**src/rtl/acc8_pkg.sv**
```systemverilog
// acc8_pkg: shared types and constants for the acc8_unit accumulator.
//   DATA_W  - operand / sum width
//   state_e - control FSM states (idle, accumulating, result held)
package acc8_pkg;

   localparam int unsigned DATA_W = 8;

   typedef enum logic [1:0] {
      StIdle = 2'd0,
      StAcc  = 2'd1,
      StDone = 2'd2
   } state_e;

endpackage

```
**src/rtl/acc8_add.sv**
```systemverilog
// acc8_add: combinational DATA_W-bit adder with carry-in and carry-out.
// Ports:
//   a_i, b_i  - addends
//   cin_i     - carry in
//   sum_o     - a_i + b_i + cin_i, modulo 2^DATA_W
//   cout_o    - carry out of the top bit
module acc8_add
   import acc8_pkg::*;
(
   input  logic [DATA_W-1:0] a_i,
   input  logic [DATA_W-1:0] b_i,
   input  logic              cin_i,
   output logic [DATA_W-1:0] sum_o,
   output logic              cout_o
);

   logic [DATA_W:0] full;

   always_comb begin
      full = {1'b0, a_i} + {1'b0, b_i} + {{DATA_W{1'b0}}, cin_i};
      sum_o  = full[DATA_W-1:0];
      cout_o = full[DATA_W];
   end

endmodule

```
**src/rtl/acc8_unit.sv**
```systemverilog
// acc8_unit: burst accumulator. Accepts len operands over a valid/ready stream, sums
// them with an 8-bit add, counts carry-outs (saturating) and holds the result on a
// valid/ready output until consumed.
// Ports:
//   clk, rst                - clock, asynchronous active-high reset
//   start, len              - begin a burst of len operands (sampled only when idle)
//   in_valid/in_ready/in_data - operand stream
//   out_valid/out_ready     - result handshake
//   out_sum, out_carries    - accumulated sum and carry-out count
//   busy                    - high whenever not idle
// Build option: define ACC8_SAT_EN to clamp the sum at 8'hFF on the first carry-out.
module acc8_unit
   import acc8_pkg::*;
#(
   parameter int unsigned COUNT_W = 4
) (
   input  logic               clk,
   input  logic               rst,
   input  logic               start,
   input  logic [COUNT_W-1:0] len,
   input  logic               in_valid,
   input  logic [DATA_W-1:0]  in_data,
   output logic               in_ready,
   output logic               out_valid,
   output logic [DATA_W-1:0]  out_sum,
   output logic [COUNT_W-1:0] out_carries,
   input  logic               out_ready,
   output logic               busy
);

   state_e             state_q, state_d;
   logic [DATA_W-1:0]  acc_q, acc_d;
   logic [COUNT_W-1:0] carries_q, carries_d;
   logic [COUNT_W-1:0] remaining_q, remaining_d;

   logic [DATA_W-1:0]  add_sum;
   logic               add_cout;

   acc8_add u_add (
      .a_i    (acc_q),
      .b_i    (in_data),
      .cin_i  (1'b0),
      .sum_o  (add_sum),
      .cout_o (add_cout)
   );

   always_comb begin
      state_d     = state_q;
      acc_d       = acc_q;
      carries_d   = carries_q;
      remaining_d = remaining_q;

      case (state_q)
         StIdle: begin
            if (start) begin
               acc_d     = '0;
               carries_d = '0;
               if (len != '0) begin
                  remaining_d = len;
                  state_d     = StAcc;
               end else begin
                  state_d = StDone;
               end
            end
         end

         StAcc: begin
            if (in_valid) begin
`ifdef ACC8_SAT_EN
               // Once clamped, any further add either carries (re-clamps) or adds
               // zero, so the sum stays at all-ones without a separate flag.
               acc_d = add_cout ? '1 : add_sum;
`else
               acc_d = add_sum;
`endif
               if (add_cout && (carries_q != '1)) begin
                  carries_d = carries_q + COUNT_W'(1);
               end
               remaining_d = remaining_q - COUNT_W'(1);
               if (remaining_q == COUNT_W'(1)) begin
                  state_d = StDone;
               end
            end
         end

         StDone: begin
            if (out_ready) begin
               state_d = StIdle;
            end
         end

         default: state_d = StIdle;
      endcase
   end

   always_ff @(posedge clk or posedge rst) begin
      if (rst) begin
         state_q     <= StIdle;
         acc_q       <= '0;
         carries_q   <= '0;
         remaining_q <= '0;
      end else begin
         state_q     <= state_d;
         acc_q       <= acc_d;
         carries_q   <= carries_d;
         remaining_q <= remaining_d;
      end
   end

   // Outputs are state-decoded or straight from registers; no input-to-output paths.
   always_comb begin
      in_ready    = (state_q == StAcc);
      out_valid   = (state_q == StDone);
      busy        = (state_q != StIdle);
      out_sum     = acc_q;
      out_carries = carries_q;
   end

endmodule
```
**config.mk**
```make
export PLATFORM = sky130hd
export DESIGN_NAME = acc8_unit
export DESIGN_NICKNAME = d
export VERILOG_FILES = /design/src/rtl/acc8_pkg.sv /design/src/rtl/acc8_add.sv /design/src/rtl/acc8_unit.sv
export SDC_FILE = /design/constraint.sdc
export NUM_CORES = 1
export LEC_CHECK = 0
export ABC_AREA = 1
export CORE_ASPECT_RATIO = 1.1
export CORE_MARGIN = 5
export CORE_UTILIZATION = 40
export CTS_CLUSTER_DIAMETER = 100
export DETAILED_ROUTE_END_ITERATION = 7
export PLACE_DENSITY = 0.72
export SLEW_MARGIN = 20
export SYNTH_ARGS = -nofsm -noshare
export SYNTH_HDL_FRONTEND = slang
export SYNTH_SLANG_ARGS = --single-unit
```
**constraint.sdc**
```tcl
create_clock -name clk -period 2.2 [get_ports clk]
set_clock_uncertainty 0.05 [all_clocks]
set_input_delay 0.22 -clock clk [delete_from_list [all_inputs] [get_ports clk]]
set_output_delay 0.22 -clock clk [all_outputs]
set_load 0.1 [all_outputs]
```
Word level (Yosys, flattened, before mapping)
Index checks and enable logic that the tools add are counted.
- bits in registers: 18
- input bits: 17
- output and inout bits: 15
- logic and storage cells: 43
- $add $sub $neg: 3
- equality and inequality tests: 10
- mux-type cells: 17
- reductions and logical operators: 9
- operators by type and width (cell ; number):
    4-bit 2-to-1 mux ; 6
    8-bit 2-to-1 mux ; 2
    4-bit case mux with 2 select lines ; 2
    8-bit case mux with 2 select lines ; 1
    4-bit AND reduction ; 3
    2-bit 2-to-1 mux ; 5
    8-bit by 8-bit adder with 9-bit output ; 1
    2-bit by 1-bit inequality test with 1-bit output, second input constant ; 3
    2-bit inequality test, second input constant ; 3
    2-bit case mux with 3 select lines ; 1
    4-bit by 1-bit adder with 4-bit output, second input constant ; 1
    4-bit by 1-bit == test with 1-bit output, second input constant ; 1
    4-bit inequality test, second input constant ; 1
    2-bit nonzero test ; 2
    4-bit nonzero test ; 1
    4-bit by 1-bit subtractor with 4-bit output, second input constant ; 1
    3-bit AND reduction ; 1
    2-bit by 1-bit == test with 1-bit output, second input constant ; 1
    2-bit == test, second input constant ; 1
    2-bit logical NOT ; 1
    1-bit logical AND ; 1

Depth between registers and ports, before layout
Gate-level depths: netlist (run 1).
- depth in word-level cells: 5
- mapped depth: 11
- depth with buffers taken out: 11

Cells and area by module
From an unflattened synthesis (run 1), not the netlist that was laid out.
- cell total of the unflattened synthesis: 190
- area, all modules: 1398.8 um^2
- modules (own cells, without submodules) (module ; instances ; cells an instance ; area an instance (um^2)):
    acc8_unit ; 1 ; 131 ; 1014.7
    acc8_add ; 1 ; 59 ; 384.1

Worst setup path before layout (run 1)
No wires, ideal clock.
- path kind: register to register
- start: register acc_q[3], in the netlist out_sum[3]
- end: register carries_q[0], in the netlist out_carries[0]
- setup time: 0.067 ns
- arrival time: 2.161 ns
- path slack: -0.078 ns
- cell stages (with the launch flop): 10
- path buffers: 0
- path through: dfrtp_1 > ha_1 > or2_2 > nand3_1 > nand2_1 > nand2_1 > nand2_1 > nand2_4 > nand2_1 > nand2_1
- longest elaborated chain between the ends: 4
- ends and longest elaborated chain (what ; RTL line ; source):
    start: declaration ; acc8_unit.sv:32 ; logic [DATA_W-1:0] acc_q, acc_d;
    start signal: assignment ; acc8_unit.sv:99 ; acc_q <= '0;
    start signal: assignment ; acc8_unit.sv:104 ; acc_q <= acc_d;
    8-bit by 8-bit adder with 9-bit output ; acc8_add.sv:20 ; full = {1'b0, a_i} + {1'b0, b_i} + {{DATA_W{1'b0}}, cin_i};
    1-bit logical AND ; acc8_unit.sv:76 ; if (add_cout && (carries_q != '1)) begin
    2-bit by 1-bit inequality test with 1-bit output (no line) ; - ;
    4-bit AND reduction (no line) ; - ;
    end signal: assignment ; acc8_unit.sv:105 ; carries_q <= carries_d;
    end: declaration ; acc8_unit.sv:33 ; logic [COUNT_W-1:0] carries_q, carries_d;
No other way between the ends.
A chain may end at the register's enable or synchronous reset.

Worst setup path in the final report (run 1)
- start: register acc_q[0], in the netlist out_sum[0]
- end: register carries_q[2], in the netlist out_carries[2]
The elaborated chain is that of the path after synthesis.

==> results of run 1 <==
## power by group
part | switching [mW] | leakage [nW] | total, mW | internal [mW]
clock network | 0.104 | 0.0210 | 0.205 | 0.101
logic | 1.21 | 0.637 | 1.67 | 0.460
registers | 0.106 | 0.232 | 0.558 | 0.452
## stage by stage
step | total power [mW] | instance area, sq um | hold slack, ps | setup slack [ps] | util
global placement | 2.24 | 1600 | 447 | 133 | 0.521
global route | 2.64 | 1640 | 184 | 172 | 0.533
finish | 2.44 | 1640 | 161 | 342 | 0.533
floorplan | 1.91 | 1280 | 108 | 74.4 | -
CTS | 2.46 | 1640 | 169 | 330 | 0.533
detailed placement | 2.25 | 1600 | 454 | 92.6 | 0.521
## cells in the mapped netlist
library cell	number	area (sq um)
xor2_1	2	17.5
and2_1	1	6.26
nor2_2	1	6.26
fa_1	1	20.0
o21a_1	1	7.51
nor3_1	3	15.0
or2_2	2	12.5
a31oi_1	1	6.26
nand2_2	2	12.5
inv_4	1	6.26
o31ai_1	1	7.51
o21ai_0	11	55.1
nand2_1	50	188
o21ai_2	1	8.76
nand3b_1	2	15.0
buf_2	1	5.00
inv_1	20	75.1
a22o_1	2	17.5
nand2_4	1	11.3
nand3_1	16	80.1
nor2_1	13	48.8
a21o_1	1	7.51
xnor2_1	2	17.5
buf_6	1	11.3
ha_1	11	138
a21oi_1	5	25.0
dfrtp_1	18	450
inv_2	1	3.75
nand4_1	1	6.26
## worst max-delay path, stage by stage (launching register included)
cell,delay [ps]
dfrtp_2,430
ha_1,210
fa_1,390
nand2_1,100
nand2_1,90
nand3_1,90
nand2_1,50
nand2_1,50
nand2_1,140
nand2_4,120
nand2_1,60
nand2_1,50
## final cells by class
cell class	count	area [sq um]	area share
flip-flops and latches	18	453	0.276
repair buffers	32	293	0.179
well taps	34	42.5	0.0260
inverters	22	85.1	0.0519
multi-input cells	131	729	0.445
clock buffers	4	36.3	0.0221
## kinds of logic (layout without fill, tap and decap cells)
logic type	count (synthesis)	count (layout)	synth area share
and+or+nand+nor	92	92	0.313
buffers and inverters	24	58	0.0791
AOI/OAI and AO/OA	23	23	0.105
DFF	18	18	0.352
adders and majority gates	12	12	0.123
xor gates and xnor gates	4	4	0.0273
## flip-flops by register name (all words and copies together), names as in the netlist
name,count
remaining_q,4
state_q,2
out_carries,4
out_sum,8
## worst max-delay path by stage
stage / slack (ps) / depth (start not counted) / startpoint / to
2_1_floorplan: 70 / 10 / out_sum[5] / out_carries[0]
3_3_place_gp: 130 / 12 / in_data[0] / out_carries[0]
3_5_place_dp: 90 / 11 / in_data[0] / out_carries[3]
4_1_cts: 330 / 11 / out_sum[0] / out_carries[2]
5_1_grt: 170 / 11 / out_sum[0] / out_carries[0]
6_report: 340 / 11 / out_sum[0] / out_carries[2]
## per-layer routing
metal / vias up / wire [microns]
met1: 532 / 1290
met3: 2 / 141
met4: 0 / 19
met2: 18 / 1230
met5: - / 0
li1: 627 / -
==> flow_summary.json, run 1 <==
{
  "status": "completed",
  "synth_seq_cells": 18,
  "cts_root_buf": "clkbuf_4",
  "cts_hold_buf": 0,
  "final_common_cell": "nand2_1",
  "overflow": 0,
  "worst-setup-path-type": "reg -> reg",
  "setup_violations": 0,
  "initial_core_util": 0.417,
  "syn_avg_cell_area_sq_um": 7.41,
  "die_y_microns": 69.4,
  "arrival_ps": 2050,
  "r2r_cells": 11,
  "max_freq_mhz": 538,
  "cts_resized": 0,
  "vdd_drop_max_mv": 1.04,
  "areaGrowthSynthToFinish_pct": 27.9,
  "route.detailed.drc": 0,
  "critPathMaxFanout": 5,
  "tightest_slew_ps": 431,
  "worstReg2RegEnd": "out_carries[2]",
  "clockBufferDepth": 2,
  "slew_viol_final": 0,
  "track_usage": 0.128,
  "worst-endpoint-required_ps": 2390,
  "grt.met2_usage": 0.194,
  "cts_tree": "built",
  "dr.pass1.iters": 4,
  "dpl.cell_count": 237,
  "antenna_left": 0,
  "slew_headroom": 0.712,
  "leakage_nw": 0.890,
  "floorplan.io_pins": 32,
  "finalWeightedCongestion": 0.807,
  "finalHoldViolations": 0,
  "ys_seq_area_frac": 0.352,
  "grt-busiest-layer": "met2",
  "h-tree-depth": 1,
  "met3_usage": 0.0292,
  "rows": 21,
  "final_cell_mix": "nand2_1 (50), inv_1 (20), nand3_1 (16), clkdlybuf4s50_1 (16), dfrtp_1 (16)",
  "grt_max_degree": 15,
  "die_w_microns": 64.0,
  "reg2reg_slack_ps": 340,
  "vias": 1179,
  "r2r-start": "out_sum[0]",
  "antenna_cells": 0,
  "maxCapViolCount": 0,
  "grt_use_met1": 0.175,
  "die_area_sq_um": 4440,
  "ys_warn_count": 0,
  "rsz0062_at_grt": "false",
  "vias_per_cell": 4.89,
  "hp-class": "in -> async",
  "syn_area_sq_um": 1280,
  "layout.cells.non_filler": 241,
  "finalCriticalPeriod_ps": 1860,
  "powerDensity_nw_per_um2": 1490,
  "syn_inst": 173,
  "cts_buffers": 3,
  "wl_mm": 2.68,
  "syn_nets": 202,
  "grt_pass1_vias": 1086,
  "cp-start-kind": "flip-flop",
  "coreArea_sq_um": 3070,
  "wl_per_cell_microns": 11.1,
  "clk_pin_slew_ps": 110,
  "fin_nets": 237,
  "hpwl_mm": 2.16,
  "end_kind": "flip-flop",
  "ys_types": 29,
  "drive_gt1_frac": 0.150,
  "post-cts-setup-buffers": 0,
  "grt_first_pass_wirelength_mm": 4.77,
  "portBuffers": 31,
  "finalSetupTns_ps": 0,
  "post-route-period-util": 0.845,
  "drt_iter0_drc": 46,
  "clock_latency_ps": 290,
  "cts_sinks": 18,
  "nFillCells": 314,
  "antenna_found_initial": 0
}
(Power assumes the default switching activity.)
==> run 2, diff against run 1 <==
==> constraint.sdc (replaced) <==
create_clock -name clk -period 1.88 [get_ports clk]
set_clock_uncertainty 0.05 [all_clocks]
set_input_delay 0.188 -clock clk [delete_from_list [all_inputs] [get_ports clk]]
set_output_delay 0.188 -clock clk [all_outputs]
set_load 0.1 [all_outputs]
==> run 2 against run 1 <==
  * Wire length rose by 8.7%
  * Via count rose by 4.4%
  * Final cell count rose by 2.1%
  * Critical path depth did not move
  * Register-to-register slack got worse by 240 ps
  * Largest cell class unchanged
  * Maximum frequency rose by 4.2%
==> flow_summary.json, run 2 (synthesis results as in run 1) <==
{
  "floorplan.io_pins": 32,
  "areaGrowthSynthToFinish_pct": 36.8,
  "path_buf_inv": 0,
  "die_w_microns": 64.0,
  "slew_viol_final": 0,
  "grt_use_met1": 0.176,
  "antenna_left": 0,
  "setup_violations": 0,
  "arrival_ps": 1960,
  "wl_per_cell_microns": 11.8,
  "r2r-start": "out_sum[0]",
  "vias_per_cell": 5.00,
  "hp-class": "in -> async",
  "vias": 1231,
  "h-tree-depth": 1,
  "drt_iter0_drc": 49,
  "tightest_slew_ps": 322,
  "largest_reg_flops": 8,
  "overflow": 0,
  "cts_tree": "built",
  "finalSetupTns_ps": 0,
  "leakage_nw": 0.907,
  "hpwl_mm": 2.31,
  "utilization": 0.570,
  "critical-path-slowest-cell": "dfrtp_4",
  "die_y_microns": 69.4,
  "dr.pass1.iters": 4,
  "finalCriticalPeriod_ps": 1780,
  "clock_latency_ps": 290,
  "vdd_drop_max_mv": 1.25,
  "cpMostUsedCell": "nand2_2",
  "cts_buffers": 3,
  "clockBufferDepth": 2,
  "powerDensity_nw_per_um2": 1730,
  "status": "completed",
  "critPathMaxFanout": 5,
  "maxCapViolCount": 0,
  "drive_gt1_frac": 0.255,
  "grt.met2_usage": 0.227,
  "met3_usage": 0.0259,
  "nFillCells": 295,
  "slew_headroom": 0.786,
  "die_area_sq_um": 4440,
  "wl_mm": 2.92,
  "antenna_found_initial": 0,
  "rows": 21,
  "crit_family": "simple AND/OR/NAND/NOR gates",
  "coreArea_sq_um": 3070,
  "grt_first_pass_wirelength_mm": 5.19,
  "fin_nets": 243,
  "finalWeightedCongestion": 0.857,
  "hold_ws_ps": 156,
  "grt-busiest-layer": "met2",
  "finalHoldViolations": 0,
  "cts_root_buf": "clkbuf_4",
  "worst-setup-path-type": "reg -> reg",
  "track_usage": 0.137,
  "cts_sinks": 18,
  "end_kind": "flip-flop",
  "cts_hold_buf": 0,
  "rsz0062_at_grt": "true",
  "max_freq_mhz": 561,
  "worst-endpoint-required_ps": 2060,
  "final_cell_mix": "nand2_1 (44), inv_1 (20), buf_4 (19), clkdlybuf4s50_1 (16), nand3_1 (15)",
  "portBuffers": 31,
  "multiInputGateArea_sq_um": 772,
  "post-route-period-util": 0.948,
  "initial_core_util": 0.417,
  "final_common_cell": "nand2_1",
  "grt_pass1_vias": 1217,
  "clk_pin_slew_ps": 100,
  "cp-start-kind": "flip-flop",
  "cpPeakStageDelay_ps": 500,
  "grt_max_degree": 19,
  "route.detailed.drc": 0,
  "antenna_cells": 0,
  "seqCellArea_sq_um": 468,
  "cp_cell_sequence": "ha_4 > fa_2 > nand2_2 > nand2_2 > nand3_2 > nand2_2 > nand2_2 > nand2_4 > nand2_4 > nand2_1 > nand2_1",
  "crit_path_start": "out_sum[0]"
}
-- run 2: final timing paths --
| path | cells after the start | end | slack (ps) |
|---|---|---|---|
| max | 11 | out_carries[0] | 100 |
| min | 3 | remaining_q[1] | 160 |
| max reg2reg | 11 | out_carries[0] | 100 |
| min reg2reg | 2 | out_sum[6] | 470 |
| max in group asynchronous | 3 | out_sum[3] | 1400 |
| min in group clk | 2 | out_sum[6] | 470 |
-- run 2: final cells by class --
class	count	area share
tap	34	0.0243
timing repair buffer	38	0.207
sequential	18	0.267
inverter	22	0.0485
clock buffer	3	0.0128
multi-input combinational	131	0.440
-- run 2: worst register-to-register path, cell delays in order, from the launching register on --
cell	delay, ps
dfrtp_4	500
ha_4	170
fa_2	360
nand2_2	80
nand2_2	70
nand3_2	80
nand2_2	50
nand2_2	80
nand2_4	70
nand2_4	100
nand2_1	50
nand2_1	60
-- run 2: what timing repair did --
action | in CTS | in global routing
setup buffers | 0 | 1
endpoints found under the setup margin | 0 | 4
resized for setup | 0 | 7
-- run 2: power by group --
part | internal [mW] | switching (mW)
Sequential | 0.547 | 0.136
Clock | 0.0744 | 0.118
Combinational | 0.669 | 1.49
-- run 2: per-stage QoR --
step / worst slack, ps / total power [mW] / instances / cell area, sq um
5_1_grt: 8.65 / 3.27 / 246 / 1750
3_5_place_dp: -92.2 / 2.80 / 242 / 1700
4_1_cts: 40.8 / 3.00 / 245 / 1720
3_3_place_gp: -43.5 / 2.75 / 242 / 1700
6_report: 96.9 / 3.03 / 246 / 1750
2_1_floorplan: -26.8 / 2.28 / 173 / 1320
-- run 2: routing by layer --
| metal | wire length [microns] | up-vias |
|---|---|---|
| met5 | 0 | - |
| met4 | 20 | 0 |
| met3 | 155 | 2 |
| met2 | 1420 | 34 |
| met1 | 1320 | 557 |
| li1 | - | 638 |
==> run 3, diff against run 2 <==
--- a/config.mk
+++ b/config.mk
@@ -12,6 +12,7 @@
 export CTS_CLUSTER_DIAMETER = 100
 export DETAILED_ROUTE_END_ITERATION = 7
 export PLACE_DENSITY = 0.72
+export SKIP_LAST_GASP = 1
 export SLEW_MARGIN = 20
 export SYNTH_ARGS = -nofsm -noshare
 export SYNTH_HDL_FRONTEND = slang
==> results of run 3 <==
Final layout, timing and power as in run 2 (identical DEF).
